[src/rtl/hes_msg_framer_if.sv]
// Source-side byte stream into the HES message framer.
//   s_valid / s_ready : ready/valid handshake (byte moves when both high at clk)
//   s_data            : plaintext byte
//   s_first / s_last  : message framing marks (may both be set for a 1-byte message)
// master = byte source, slave = framer.
interface hes_msg_framer_if;
    logic       s_valid;
    logic       s_ready;
    logic [7:0] s_data;
    logic       s_first;
    logic       s_last;

    modport master (output s_valid, s_data, s_first, s_last, input s_ready);
    modport slave  (input s_valid, s_data, s_first, s_last, output s_ready);
endinterface

[src/rtl/hes_msg_framer.sv]
// HES message framer: buffers framed plaintext bytes in a small FIFO and feeds
// the byte-stream AES cipher one byte per cycle (the cipher cannot stall us
// except through c_stall, so all elasticity lives in this FIFO).
//   clk, reset        : clock, synchronous active-high reset
//   src (slave)       : s_valid/s_ready/s_data/s_first/s_last source stream
//   key_in, key_load  : load the pending key used by the next message
//   c_stall           : suppress the pop this cycle
//   cipher_*          : registered valid_in/new_message/key/data_in to cipher
//   msg_len           : bytes emitted so far in the current message (saturating)
//   msg_done          : pulse alongside the last byte of a message
//   err_frame         : sticky framing error (cleared only by reset)
//   fifo_count        : current FIFO occupancy
module hes_msg_framer #(
    parameter int DEPTH = 8,
    parameter int LEN_W = 8
) (
    input  logic                     clk,
    input  logic                     reset,
    hes_msg_framer_if.slave          src,
    input  logic [7:0]               key_in,
    input  logic                     key_load,
    input  logic                     c_stall,
    output logic                     cipher_valid_in,
    output logic                     cipher_new_message,
    output logic [7:0]               cipher_key,
    output logic [7:0]               cipher_data,
    output logic [LEN_W-1:0]         msg_len,
    output logic                     msg_done,
    output logic                     err_frame,
    output logic [$clog2(DEPTH):0]   fifo_count
);
    localparam int AW = $clog2(DEPTH);
    localparam int CW = AW + 1;

    typedef struct packed {
        logic       first;
        logic       last;
        logic [7:0] data;
    } entry_t;

    typedef enum logic {IDLE, IN_MSG} state_t;

    state_t        state_q, state_d;
    entry_t        mem [DEPTH];
    entry_t        wr_entry, rd_entry;
    logic [AW-1:0] wr_ptr, rd_ptr;
    logic [7:0]    pending_key, active_key;
    logic          push, store, pop, frame_err;

    assign src.s_ready = (fifo_count < CW'(DEPTH));
    assign push        = src.s_valid && src.s_ready;
    assign pop         = (fifo_count != '0) && !c_stall;
    assign rd_entry    = mem[rd_ptr];
    assign cipher_key  = active_key;

    // Input FSM: decides whether a handshaked byte is stored and tracks framing.
    always_comb begin
        state_d   = state_q;
        store     = 1'b0;
        frame_err = 1'b0;
        wr_entry  = '{first: src.s_first, last: src.s_last, data: src.s_data};
        case (state_q)
            IDLE: begin
                if (push) begin
                    if (src.s_first) begin
                        store = 1'b1;
                        if (!src.s_last) state_d = IN_MSG;
                    end else begin
                        // Orphan byte outside a message: accepted but discarded.
                        frame_err = 1'b1;
                    end
                end
            end
            IN_MSG: begin
                if (push) begin
                    store = 1'b1;
                    // A fresh s_first here abandons the open message and starts a new one.
                    if (src.s_first) frame_err = 1'b1;
                    if (src.s_last)  state_d   = IDLE;
                end
            end
            default: state_d = IDLE;
        endcase
    end

    always_ff @(posedge clk) begin
        if (reset) state_q <= IDLE;
        else       state_q <= state_d;
    end

    // Storage carries no reset; occupancy is governed by the pointers/count.
    always_ff @(posedge clk) begin
        if (store) mem[wr_ptr] <= wr_entry;
    end

    always_ff @(posedge clk) begin
        if (reset) begin
            wr_ptr             <= '0;
            rd_ptr             <= '0;
            fifo_count         <= '0;
            pending_key        <= '0;
            active_key         <= '0;
            err_frame          <= 1'b0;
            cipher_valid_in    <= 1'b0;
            cipher_new_message <= 1'b0;
            cipher_data        <= '0;
            msg_done           <= 1'b0;
            msg_len            <= '0;
        end else begin
            if (store) wr_ptr <= wr_ptr + AW'(1);
            if (pop)   rd_ptr <= rd_ptr + AW'(1);

            if (store && !pop)      fifo_count <= fifo_count + CW'(1);
            else if (!store && pop) fifo_count <= fifo_count - CW'(1);

            if (frame_err) err_frame <= 1'b1;

            // Key loaded in the same cycle as a first-byte pop only affects the
            // following message: active_key samples the old pending_key here.
            if (key_load) pending_key <= key_in;
            if (pop && rd_entry.first) active_key <= pending_key;

            cipher_valid_in    <= pop;
            cipher_new_message <= pop && rd_entry.first;
            msg_done           <= pop && rd_entry.last;
            if (pop) begin
                cipher_data <= rd_entry.data;
                if (rd_entry.first)    msg_len <= LEN_W'(1);
                else if (msg_len != '1) msg_len <= msg_len + LEN_W'(1);
            end
        end
    end
endmodule

[src/flat_wrapper.sv]
// flat-port wrapper written by rule: the top's interface ports become plain ports
module hes_msg_framer_flat 
#(
    parameter int DEPTH = 8,
    parameter int LEN_W = 8
)
  (clk, reset, key_in, key_load, c_stall, cipher_valid_in, cipher_new_message, cipher_key, cipher_data, msg_len, msg_done, err_frame, fifo_count, src_s_valid, src_s_data, src_s_first, src_s_last, src_s_ready);
  hes_msg_framer_if src_i ();
  input  logic clk;
  input  logic reset;
  input  logic [7:0] key_in;
  input  logic key_load;
  input  logic c_stall;
  output logic cipher_valid_in;
  output logic cipher_new_message;
  output logic [7:0] cipher_key;
  output logic [7:0] cipher_data;
  output logic [LEN_W-1:0] msg_len;
  output logic msg_done;
  output logic err_frame;
  output logic [$clog2(DEPTH):0] fifo_count;
  input wire logic [$bits(src_i.s_valid)-1:0] src_s_valid;
  input wire logic [$bits(src_i.s_data)-1:0] src_s_data;
  input wire logic [$bits(src_i.s_first)-1:0] src_s_first;
  input wire logic [$bits(src_i.s_last)-1:0] src_s_last;
  output wire logic [$bits(src_i.s_ready)-1:0] src_s_ready;
  assign src_i.s_valid = src_s_valid;
  assign src_i.s_data = src_s_data;
  assign src_i.s_first = src_s_first;
  assign src_i.s_last = src_s_last;
  assign src_s_ready = src_i.s_ready;
  hes_msg_framer #(.DEPTH(DEPTH), .LEN_W(LEN_W)) u_core (.clk(clk), .reset(reset), .src(src_i), .key_in(key_in), .key_load(key_load), .c_stall(c_stall), .cipher_valid_in(cipher_valid_in), .cipher_new_message(cipher_new_message), .cipher_key(cipher_key), .cipher_data(cipher_data), .msg_len(msg_len), .msg_done(msg_done), .err_frame(err_frame), .fifo_count(fifo_count));
endmodule
[config.mk]
export PLATFORM = sky130hd
export DESIGN_NAME = hes_msg_framer_flat
export DESIGN_NICKNAME = d
export VERILOG_FILES = /design/src/rtl/hes_msg_framer_if.sv /design/src/rtl/hes_msg_framer.sv /design/src/flat_wrapper.sv
export SDC_FILE = /design/constraint.sdc
export NUM_CORES = 1
export LEC_CHECK = 0
export CAP_MARGIN = 5
export CORE_UTILIZATION = 50
export DETAILED_ROUTE_END_ITERATION = 16
export PLACE_DENSITY = 0.73
export SETUP_SLACK_MARGIN = 0.2
export SYNTH_ARGS = -nofsm -noshare
export SYNTH_HDL_FRONTEND = slang
export SYNTH_SLANG_ARGS = --single-unit
[constraint.sdc]
create_clock -name clk -period 2.56 [get_ports clk]
set_input_delay 0.384 -clock clk [delete_from_list [all_inputs] [get_ports clk]]
set_output_delay 0.384 -clock clk [all_outputs]
set_load 0.01 [all_outputs]
==> flow_metrics.py <==
metrics = {
    "status": {
        "outcome": "finished clean",
    },
    "cells_and_area": {
        "final_area_um2": 6610,
        "drive_gt1_share_pct": 18.3,
        "num_antenna_cells": 0,
        "synthToLayoutAreaGrowth_pct": 26.6,
        "utilization_pct": 66.4,
        "finalNetCount": 456,
    },
    "yosys": {
        "synth_top_area_share_pct": 46.0,
        "synthCells": 346,
        "synth_area_um2": 5220,
        "ys_types": 48,
        "synthFlopType": "edfxtp_1",
        "ys_top_cells_by_count": "edfxtp_1 (80), dfxtp_1 (50), nor2_1 (39), mux2i_1 (29), nand2b_1 (15)",
        "synth.most_common_cell": "edfxtp_1",
        "ys_seq_area_share_pct": 65.2,
        "postSynthAreaPerCell_um2": 15.1,
        "ys_ff_latch": 130,
        "synth_top_cell_by_area": "edfxtp_1",
        "yosysWarnings": 0,
        "yosys-top-cells-area": "edfxtp_1 (46%), dfxtp_1 (19%), mux2i_1 (5.6%)",
        "synth_nets": 376,
        "synth_edf_count": 80,
        "async_reset_ff_share_pct": 0,
    },
    "worst_setup_path": {
        "worstPathArrival_ns": 2.82,
        "endpoint_kind": "flip-flop",
        "crit_buf_inv": 2,
        "cp-start-kind": "flip-flop",
        "slowest_stage": "or4_4",
        "crit_path_frequent_cell": "ha_4",
        "path_cells": "or4_4 -> and2_4 -> inv_8 -> ha_4 -> inv_4 -> ha_4 -> a21o_1 -> a21oi_2 -> mux2i_1 -> mux2_2",
        "cpPeakStageDelay_ns": 0.54,
        "crit_fanout": 4,
        "critPathTopFamily": "simple AND/OR/NAND/NOR gates",
        "worst_ep_required_time_ns": 2.96,
        "worstSetupPathType": "reg -> reg",
    },
    "sta": {
        "setup_viol_count_final": 0,
        "finalCriticalPeriod_ns": 2.42,
        "whs_ns": 0.474,
        "hold_viol_final": 0,
        "clock_skew_ns": 0.00846,
        "drv_slew": 0,
        "max-slew-margin-rel_pct": 34.7,
        "worst_slack_ns": 0.143,
        "worstMarginPinSlew_ns": 0.980,
        "fmax_mhz": 414,
        "period_share_pct": 94.4,
        "rsz0062_at_grt": "true",
    },
    "route": {
        "routed-via-count": 3035,
        "ant_nets": 0,
        "drt_first_iter_violations": 176,
        "avgRoutedWirePerCell_um": 16.5,
        "drc_errors": 0,
        "drtPass1Iterations": 4,
        "routed_wl_mm": 9.42,
        "viasPerCell": 5.32,
    },
    "floorplan": {
        "die_area_um2": 10900,
        "die_width_um": 104,
        "std_cell_rows": 36,
        "core_area_um2": 9950,
        "pin_count": 56,
        "initial_utilization_pct": 52.5,
        "die_height_um": 104,
    },
    "place": {
        "gp_congestion": 0.770,
        "dp_hpwl_mm": 5.92,
        "io_buffers": 55,
        "preCtsSetupSlack_ns": -0.0253,
        "placed_cell_area_um2": 6040,
    },
    "grt": {
        "globalRouteTotalUtil_pct": 19.0,
        "grt_antenna_before_repair": 0,
        "grt_pass1_vias": 3034,
        "grt_pass1_wl_mm": 15.5,
        "grt_overflow": 0,
        "grt_max_degree": 59,
    },
    "cts": {
        "h-tree-depth": 4,
        "cts_root_buf": "clkbuf_8",
        "cts_buffers": 17,
        "clkSinkCount": 130,
        "clk_latency_ns": 0.52,
        "clk_pin_slew_ns": 0.05,
        "hold_buffers": 0,
        "post_cts_resized": 0,
        "cts_tree": "done",
        "clockBufferDepth": 2,
    },
    "min_path": {
        "hold_path.class": "reg -> reg",
    },
    "flow_run": {
        "cap_violations": 0,
    },
    "pwr": {
        "max-vdd-ir-drop_mv": 0.558,
        "powerDensity_nw_per_um2": 970,
        "p_leak_nw": 2.26,
    },
}
==> cells in the final DEF (no fill, tap or decap), drive strengths merged, types with 7 or more instances in the layout <==
cell type / instances
a211oi: 13
edfxtp: 80
nand2b: 15
clkbuf: 20
nand3: 7
buf: 23
mux4: 18
or2b: 7
nand2: 7
nor2: 39
mux2i: 29
inv: 8
clkdlybuf4s50: 54
dfxtp: 50
==> state kept, by name (all words and copies together) (netlist names), named ones only <==
signal,flops
u_core.err_frame,1
u_core.rd_ptr,3
u_core.cipher_key,8
u_core.mem,80
u_core.cipher_valid_in,1
u_core.pending_key,8
u_core.cipher_data,8
u_core.msg_len,8
u_core.cipher_new_message,1
u_core.fifo_count,4
u_core.state_q,1
u_core.msg_done,1
u_core.wr_ptr,3
==> per-layer routing <==
metal  vias up  global-route usage (%)  part of all wire [%]
met2        74                    31.5                    51
met4         0                    7.96                   1.4
met3        16                    5.51                   4.7
li1       1476                       -                     -
met5         -                       0                     0
met1      1469                    23.4                    43
==> final timing paths <==
check             cells after the start  slack, ns              endpoint                  from
setup / recovery                     10       0.14  u_core.fifo_count[3]  u_core.fifo_count[1]
hold reg to reg                       2       0.47  u_core.cipher_key[6]  u_core.cipher_key[6]
hold / removal                        2       0.47  u_core.cipher_key[6]  u_core.cipher_key[6]
setup reg to reg                     10       0.14  u_core.fifo_count[3]  u_core.fifo_count[1]
==> stage by stage <==
stage / power (mW) / cells / setup TNS (ns)
after CTS: 6.49 / 571 / 0
after global routing: 6.71 / 571 / 0
after floorplan: 3.63 / 346 / 0
after global placement: 4.12 / 539 / 0
final: 6.41 / 571 / 0
after detailed placement: 4.15 / 539 / -0.0253
==> worst min-delay path: stages (launching register included) <==
cell and delay (ns):
dfxtp_1 0.30, nand2b_1 0.06, mux2i_1 0.06
==> layout make-up <==
type / count / area, µm²
Tap cell: 133 / 166
Timing Repair Buffer: 77 / 723
Multi-Input combinational cell: 193 / 1710
Inverter: 7 / 36.3
Clock buffer: 20 / 425
Fill cell: 687 / 3350
Clock inverter: 11 / 138
Sequential cell: 130 / 3410
==> what timing repair did <==
item | 4_1_cts | 5_1_grt
pin swaps | 1 | 0
setup buffers | 1 | 0
endpoints found under the setup margin | 1 | 1
==> cells by family (layout without fill, tap and decap cells) <==
logic type	Yosys count	count (layout)	share of synthesized area (%)
DFF	130	130	65.2
xor gates and xnor gates	7	7	1.17
muxes	51	51	14.7
adders and majority gates	7	7	1.82
AOI/OAI and AO/OA	36	36	5.39
and+or+nand+nor	92	92	9.15
buffers and inverters	23	115	2.59
==> power breakdown <==
group	total, mW	internal [mW]	switching [mW]
Clock	2.30	1.47	0.832
Sequential	2.52	2.41	0.111
Combinational	1.59	0.863	0.728
Power figures use the tool's default switching activity.
